File: config.mk
export PLATFORM = sky130hd
export DESIGN_NAME = seq_addsub_32
export DESIGN_NICKNAME = d
export VERILOG_FILES = /design/src/rtl/alu_pkg.sv /design/src/rtl/cla_16_bits.sv /design/src/rtl/seq_addsub_32.sv
export SDC_FILE = /design/constraint.sdc
export NUM_CORES = 1
export LEC_CHECK = 0
export CORE_ASPECT_RATIO = 1.25
export CORE_UTILIZATION = 35
export CTS_CLUSTER_DIAMETER = 200
export DETAILED_ROUTE_END_ITERATION = 10
export PLACE_DENSITY_LB_ADDON = 0.08
export SKIP_LAST_GASP = 1
export SLEW_MARGIN = 20
export SYNTH_ARGS = -nofsm -noshare
export SYNTH_HDL_FRONTEND = slang
export SYNTH_SLANG_ARGS = --single-unit
File: constraint.sdc
create_clock -name clk -period 11.6 [get_ports clk]
set_clock_uncertainty 0.15 [all_clocks]
set_input_delay 1.74 -clock clk [delete_from_list [all_inputs] [get_ports clk]]
set_output_delay 1.74 -clock clk [all_outputs]
set_load 0.05 [all_outputs]
File: src/rtl/alu_pkg.sv
// Shared constants and state encoding for the sequential add/subtract unit.
package alu_pkg;

  localparam int WORD_W = 32;

  typedef enum logic [1:0] {
    IDLE = 2'd0,
    LO   = 2'd1,
    HI   = 2'd2,
    DONE = 2'd3
  } state_t;

endpackage

File: src/rtl/cla_16_bits.sv
// 16-bit carry-lookahead adder built from four 4-bit lookahead groups.
module cla_16_bits (
  input  logic [15:0] a,
  input  logic [15:0] b,
  input  logic        cin,
  output logic [15:0] s,
  output logic        cout
);

  logic [15:0] g;
  logic [15:0] p;
  logic [15:0] carry;
  logic        grp_g;
  logic        grp_p;
  logic        grp_cin;
  logic        bit_c;
  logic        run_c;

  assign g = a & b;
  assign p = a ^ b;

  // Group generate/propagate decide each group carry-out; bit carries come from the group carry-in.
  always_comb begin
    carry   = '0;
    grp_g   = 1'b0;
    grp_p   = 1'b0;
    grp_cin = 1'b0;
    bit_c   = 1'b0;
    run_c   = cin;
    for (int k = 0; k < 4; k++) begin
      grp_g = 1'b0;
      grp_p = 1'b1;
      for (int i = 0; i < 4; i++) begin
        grp_g = g[4*k+i] | (p[4*k+i] & grp_g);
        grp_p = grp_p & p[4*k+i];
      end
      grp_cin = run_c;
      bit_c   = grp_cin;
      for (int i = 0; i < 4; i++) begin
        carry[4*k+i] = bit_c;
        bit_c = g[4*k+i] | (p[4*k+i] & bit_c);
      end
      run_c = grp_g | (grp_p & grp_cin);
    end
    s    = p ^ carry;
    cout = run_c;
  end

endmodule

File: src/rtl/seq_addsub_32.sv
// 32-bit add/subtract that reuses one 16-bit CLA over two passes (low half, then high half).
module seq_addsub_32
  import alu_pkg::*;
#(
  parameter int HALF_W = 16
) (
  input  logic              clk,
  input  logic              clr,
  input  logic              in_valid,
  output logic              in_ready,
  input  logic              op_sub,
  input  logic [WORD_W-1:0] A,
  input  logic [WORD_W-1:0] B,
  output logic              out_valid,
  input  logic              out_ready,
  output logic [WORD_W-1:0] S,
  output logic              C_out,
  output logic              ovf,
  output logic              zero
);

  state_t state;
  state_t next_state;

  logic [WORD_W-1:0] a_reg;
  logic [WORD_W-1:0] b_reg;
  logic              cin_reg;
  logic              a31_reg;
  logic              half_carry;
  logic              accept;

  logic [HALF_W-1:0] add_a;
  logic [HALF_W-1:0] add_b;
  logic [HALF_W-1:0] add_s;
  logic              add_cin;
  logic              add_cout;

  always_ff @(posedge clk or negedge clr) begin
    if (!clr) state <= IDLE;
    else      state <= next_state;
  end

  // A new operation may enter from IDLE, or from DONE in the same cycle the result is taken.
  always_comb begin
    next_state = state;
    in_ready   = 1'b0;
    out_valid  = 1'b0;
    accept     = 1'b0;
    case (state)
      IDLE: begin
        in_ready = 1'b1;
        if (in_valid) begin
          accept     = 1'b1;
          next_state = LO;
        end
      end
      LO:   next_state = HI;
      HI:   next_state = DONE;
      DONE: begin
        out_valid = 1'b1;
        if (out_ready) begin
          in_ready = 1'b1;
          if (in_valid) begin
            accept     = 1'b1;
            next_state = LO;
          end else begin
            next_state = IDLE;
          end
        end
      end
    endcase
  end

  always_comb begin
    add_a   = a_reg[HALF_W-1:0];
    add_b   = b_reg[HALF_W-1:0];
    add_cin = cin_reg;
    if (state == HI) begin
      add_a   = a_reg[WORD_W-1:HALF_W];
      add_b   = b_reg[WORD_W-1:HALF_W];
      add_cin = half_carry;
    end
  end

  cla_16_bits u_cla (
    .a    (add_a),
    .b    (add_b),
    .cin  (add_cin),
    .s    (add_s),
    .cout (add_cout)
  );

  // B is stored pre-inverted for subtract so both passes are a plain add.
  always_ff @(posedge clk or negedge clr) begin
    if (!clr) begin
      a_reg      <= '0;
      b_reg      <= '0;
      cin_reg    <= 1'b0;
      a31_reg    <= 1'b0;
      half_carry <= 1'b0;
      S          <= '0;
      C_out      <= 1'b0;
      ovf        <= 1'b0;
      zero       <= 1'b0;
    end else if (accept) begin
      a_reg   <= A;
      b_reg   <= B ^ {WORD_W{op_sub}};
      cin_reg <= op_sub;
      a31_reg <= A[WORD_W-1];
    end else if (state == LO) begin
      S[HALF_W-1:0] <= add_s;
      half_carry    <= add_cout;
    end else if (state == HI) begin
      S[WORD_W-1:HALF_W] <= add_s;
      C_out <= add_cout;
      ovf   <= (a31_reg == b_reg[WORD_W-1]) && (add_s[HALF_W-1] != a31_reg);
      zero  <= ({add_s, S[HALF_W-1:0]} == '0);
    end
  end

endmodule

# --- Word level (Yosys, flattened, before mapping) ---
# Cells that the tools add are included.
word_totals:
  regBits: 104
  in_bits: 69
  out_inout_bits: 37
  elab_cells: 111
classes:
  eq_ne: 7
  mux: 13
  bitwise_logic: 74
  n_reduce_logical: 6
op_table:
  columns: ["cell", "count"]
  rows:
  - ["bitwise AND 1 bit", 40]
  - ["zero test 32 bit", 1]
  - ["2-to-1 mux 16 bit", 2]
  - ["bitwise XOR 16 bit", 2]
  - ["bitwise XOR 32 bit", 1]
  - ["OR 1 bit", 28]
  - ["bitwise AND 16 bit", 1]
  - ["one-hot mux 2 bit (4 select lines)", 1]
  - ["2-to-1 mux 1 bit", 6]
  - ["equality test 2 bit, second input constant", 2]
  - ["2-to-1 mux 2 bit", 2]
  - ["inequality test 2 bit, second input constant", 2]
  - ["one-hot mux 1 bit (2 select lines)", 2]
  - ["AND reduction 2 bit", 2]
  - ["AND reduction 3 bit", 1]
  - ["equality test 2 x 1 -> 1 bit, second input constant", 1]
  - ["zero test 2 bit", 1]
  - ["NOT 1 bit", 2]
  - ["equality test 1 bit", 1]
  - ["logical AND 1 bit", 1]
  - ["inequality test 1 bit", 1]

# --- Depth between registers and ports, before layout ---
depth:
  ltp_word: 23
  mapped_depth: 18
  ltp_nobuf: 16

# --- Hierarchy ---
# From an unflattened synthesis, not the netlist that was laid out.
unflattened:
  cells_unflattened: 388
  area_unflattened_um2: 5401.4
modules_own_cells:
  columns: ["mod", "n_inst", "cells_per_inst", "area_per_inst_um2", "seq_area_each_um2"]
  rows:
  - ["seq_addsub_32", 1, 324, 4747.1, 2577.5]
  - ["cla_16_bits", 1, 64, 654.4, 0.0]

# --- Worst setup path after synthesis ---
# OpenSTA, ideal clock, no wires.
synth_path:
  kind: "reg-to-reg"
  startpoint: "reg state[0]"
  endpoint: "reg zero"
  t_arrival_ns: 4.636
  t_required_ns: 11.347
  path_slack_ns: 6.710
  stages_incl_launch_ff: 18
  period_less_slack_ns: 4.890
  path_cell_list: "dfrtp_1 inv_1 ha_1 buf_2 buf_1 mux2_2 ha_1 and4_1 nor2b_1 o31a_1 nor2_1 fa_1 fa_1 fa_1 nand4b_1 nor4_2 nand4_1 o41ai_2"
synth_via:
  elab_chain_cells: 22
  word_cells_on_any_way: 72
  cone_classes: "eq/ne: 3; mux: 4; bitwise: 62; reduce/logical: 3"
synth_lines:
  columns: ["item", "line", "rtl"]
  rows:
  - ["start: declaration", "seq_addsub_32.sv:22", "state_t state;"]
  - ["start signal: assignment", "seq_addsub_32.sv:40", "else state <= next_state;"]
  - ["equality test 2 bit", "seq_addsub_32.sv:78, seq_addsub_32.sv:113", null]
  - ["2-to-1 mux 16 bit", "seq_addsub_32.sv:78", "if (state == HI) begin"]
  - ["bitwise XOR 16 bit or bitwise AND 16 bit (tied branches)", "cla_16_bits.sv:20, cla_16_bits.sv:19", null]
  - ["bitwise AND 1 bit", "cla_16_bits.sv:34", "grp_g = g[4*k+i] | (p[4*k+i] & grp_g);"]
  - ["OR 1 bit", "cla_16_bits.sv:34", null]
  - ["bitwise AND 1 bit", "cla_16_bits.sv:34", null]
  - ["OR 1 bit", "cla_16_bits.sv:34", null]
  - ["bitwise AND 1 bit", "cla_16_bits.sv:34", null]
  - ["[6 not listed]", null, null]
  - ["bitwise AND 1 bit", "cla_16_bits.sv:41", "bit_c = g[4*k+i] | (p[4*k+i] & bit_c);"]
  - ["OR 1 bit", "cla_16_bits.sv:41", null]
  - ["bitwise AND 1 bit", "cla_16_bits.sv:41", null]
  - ["OR 1 bit", "cla_16_bits.sv:41", null]
  - ["bitwise AND 1 bit", "cla_16_bits.sv:41", null]
  - ["OR 1 bit", "cla_16_bits.sv:41", null]
  - ["bitwise XOR 16 bit", "cla_16_bits.sv:45", "s = p ^ carry;"]
  - ["zero test 32 bit", "seq_addsub_32.sv:117", "zero <= ({add_s, S[HALF_W-1:0]} == '0);"]
  - ["end signal: assignment", "seq_addsub_32.sv:117", null]
  - ["end: declaration", "seq_addsub_32.sv:19", "output logic zero"]
# Several ways; a longest one is shown, not always the timed one.
# A chain may end at the register's enable or synchronous reset.

# --- Worst setup path after layout ---
# Same ends and word-level chain as after synthesis.

==> impl_metrics.tcl <==
set metrics [dict create \
    syn_inst 441 \
    yosysTopAreaCellShare_pct 48.5 \
    syn2layout_area_growth_pct 27.9 \
    critPathLaunch "state[0]" \
    status "finished with violations" \
    cpLargestDelayFamily "adder cells" \
    clk_pin_slew_ns 0.07 \
    synth_top_family_by_area "multiplexers" \
    place_inst 709 \
    finish.utilization_pct 45.7 \
    cts_htree_levels 3 \
    fin_nets 639 \
    fp-row-count 50 \
    synth_mux_area_share_pct 20.2 \
    ys.flop_type "dfrtp_1" \
    cp.required_ns 11.70 \
    syn_area_um2 5320 \
    drc 5 \
    reg2reg_setup_slack_ns 6.26 \
    cts_post_setup_buffers_inserted 0 \
    cts_resized 0 \
    fmax_mhz 187 \
    final_cells 725 \
    ios 106 \
    rsz0062_at_grt "false" \
    initial_core_util_pct 35.7 \
    yosysMostFrequentCell "dfrtp_1" \
    final_antenna_net_count 0 \
    fin_crit_sh_pct 46.1 \
    synth.net_count 542 \
    max_stage_delay_ns 0.60 \
    wl_per_cell_um 17.0 \
    worstSetupPathType "flip-flop to flip-flop" \
    cp_num_buf_inv 3 \
    die_area_um2 15700 \
    io_buffers 105 \
    fin_crit_ns 5.34 \
    diodes 0 \
    ys_seq_area_share_pct 48.5 \
    first_pass_iters 7 \
    coreArea_um2 14900 \
    synth-xor-area-share_pct 6.10 \
    crit_end "zero" \
    wirelength_mm 12.3 \
    netlist_top_cells_count "dfrtp_1, mux2_2, a21oi_1, nor2_1, xnor2_1" \
    cp.depth 17 \
    clock_latency_ns 0.35 \
    slew_headroom_pct 34.0 \
    critPathCaptureType "flip-flop" \
    worstRegToRegCells 17 \
    die_x_um 112 \
    cts.sinks 103 \
    violations "design-rule violations" \
    crit_fanout 56 \
    ys_warn_count 0 \
    ys_types 37 \
    vias_per_cell 4.86 \
    cts_root_buffer "clkbuf_16" \
    synth_edf_count 0 \
    cts_hold_buf 0 \
    dp_hpwl_mm 9.16 \
    reg2reg_from "state[0]" \
    drv_slew 0 \
    tightest_slew_ns 0.989 \
    first_global_vias 3767 \
    synthAdderAreaFrac_pct 9.23 \
    crit_top_cell "fa_1" \
    cts_tree "yes" \
    maxCapViolations 0 \
    ys_seq_elements 103 \
    final-hold-violation-count 0 \
    yosys-top-cells-area "dfrtp_1, mux2_2, mux2_1" \
    synth_area_per_cell_um2 12.1 \
    yosysTopAreaCell "dfrtp_1" \
    dieHeight_um 140 \
    grt_pass1_wl_mm 19.9 \
    grt_max_degree 96 \
    layout-drive-gt1-share_pct 14.2 \
    finalSetupTns_ns 0 \
    cts_buffer_depth 2 \
    numCtsBuffers 9 \
    crit_arrival_ns 5.45 \
    synthSimpleGateAreaFrac_pct 6.14 \
    synth_compound_area_share_pct 6.03 \
    cp_slowest_cell "buf_4" \
    antenna_found_initial 0 \
    grt_usage_pct 16.9 \
    setup_viol 0 \
    dr_total_vias 3526 \
    reg2reg_to "zero" \
    async_flop_share_pct 100 \
    crit_chain "inv_1, ha_2, buf_4, mux2i_1, inv_1, ha_1, and4_1, nor2b_1, o31a_1, nor2_1, fa_1, fa_1, fa_1, nand4b_1, nor4_2, nand4_1, o41ai_2" \
    finalWeightedCongestion 0.761 \
    hold_class "flip-flop to flip-flop" \
    gr-total-overflow 0 \
    drt_iter0_drc 97 \
    cp-start-kind "flip-flop" \
]
[cells in the final DEF (no fill, tap or decap), types with 2 or more instances in the layout]
cell	instances
xnor2_1	36
nor4_1	2
o21ai_0	2
buf_4	4
a31oi_1	3
mux2_2	50
nor3_1	2
a21oi_1	41
nor2_1	41
nand3_1	3
nand4_1	4
clkdlybuf4s50_1	103
clkbuf_8	2
dfrtp_1	103
fa_1	12
nand2b_1	2
nor2b_1	2
a21o_1	2
mux2i_1	14
nand2_1	3
clkbuf_16	9
ha_1	19
inv_1	27
and4_1	2
mux2_1	33
clkinv_2	3
nor4_2	2
[logic make-up (layout without fill, tap and decap cells)]
group / Yosys count / in the layout
flip-flops: 103 / 103
XOR/XNOR: 37 / 37
AO/OA/AOI/OAI: 56 / 56
AND/OR/NAND/NOR: 67 / 67
buffers and inverters: 49 / 151
multiplexers: 97 / 97
adder cells (fa/ha/maj): 32 / 32
[metrics by stage]
stage	setup slack (ns)	hold WS [ns]	instance area [um2]
floorplan	6.71	0.302	5320
global placement	6.32	0.315	6520
detailed placement	6.21	0.320	6520
CTS	6.18	0.341	6800
global route	5.91	0.352	6800
finish	6.26	0.334	6800
[worst min-delay path by stage]
stage | startpoint | to | slack (ns) | depth (start not counted)
after detailed placement | a_reg[17] | a_reg[17] | 0.32 | 1
after CTS | a_reg[17] | a_reg[17] | 0.34 | 1
after global routing | a_reg[17] | a_reg[17] | 0.35 | 1
after global placement | cin_reg | cin_reg | 0.31 | 1
final | a_reg[6] | a_reg[6] | 0.33 | 1
after floorplan | a_reg[16] | a_reg[16] | 0.30 | 1
[per-layer routing]
layer  global-route usage [%]  part of all wire, %  wire length, um  vias up
li1                         -                    -                -     1705
met1                     19.3                   41             5070     1746
met2                     31.2                   54             6630       63
met3                     2.53                  3.0              364       12
met4                     7.37                  1.9              232        0
met5                        0                    0                0        -
[cell type report]
type / instances / area (um2)
Multi-Input combinational cell: 289 / 2540
Clock buffer: 11 / 253
Fill cell: 1423 / 8090
Inverter: 27 / 101
Timing Repair Buffer: 108 / 1070
Sequential cell: 103 / 2580
Tap cell: 182 / 228
Clock inverter: 5 / 31.3
Power is left out: the tool's default activity adds up to more than one toggle a clock period on the data nets, which glitch-free logic cannot reach.
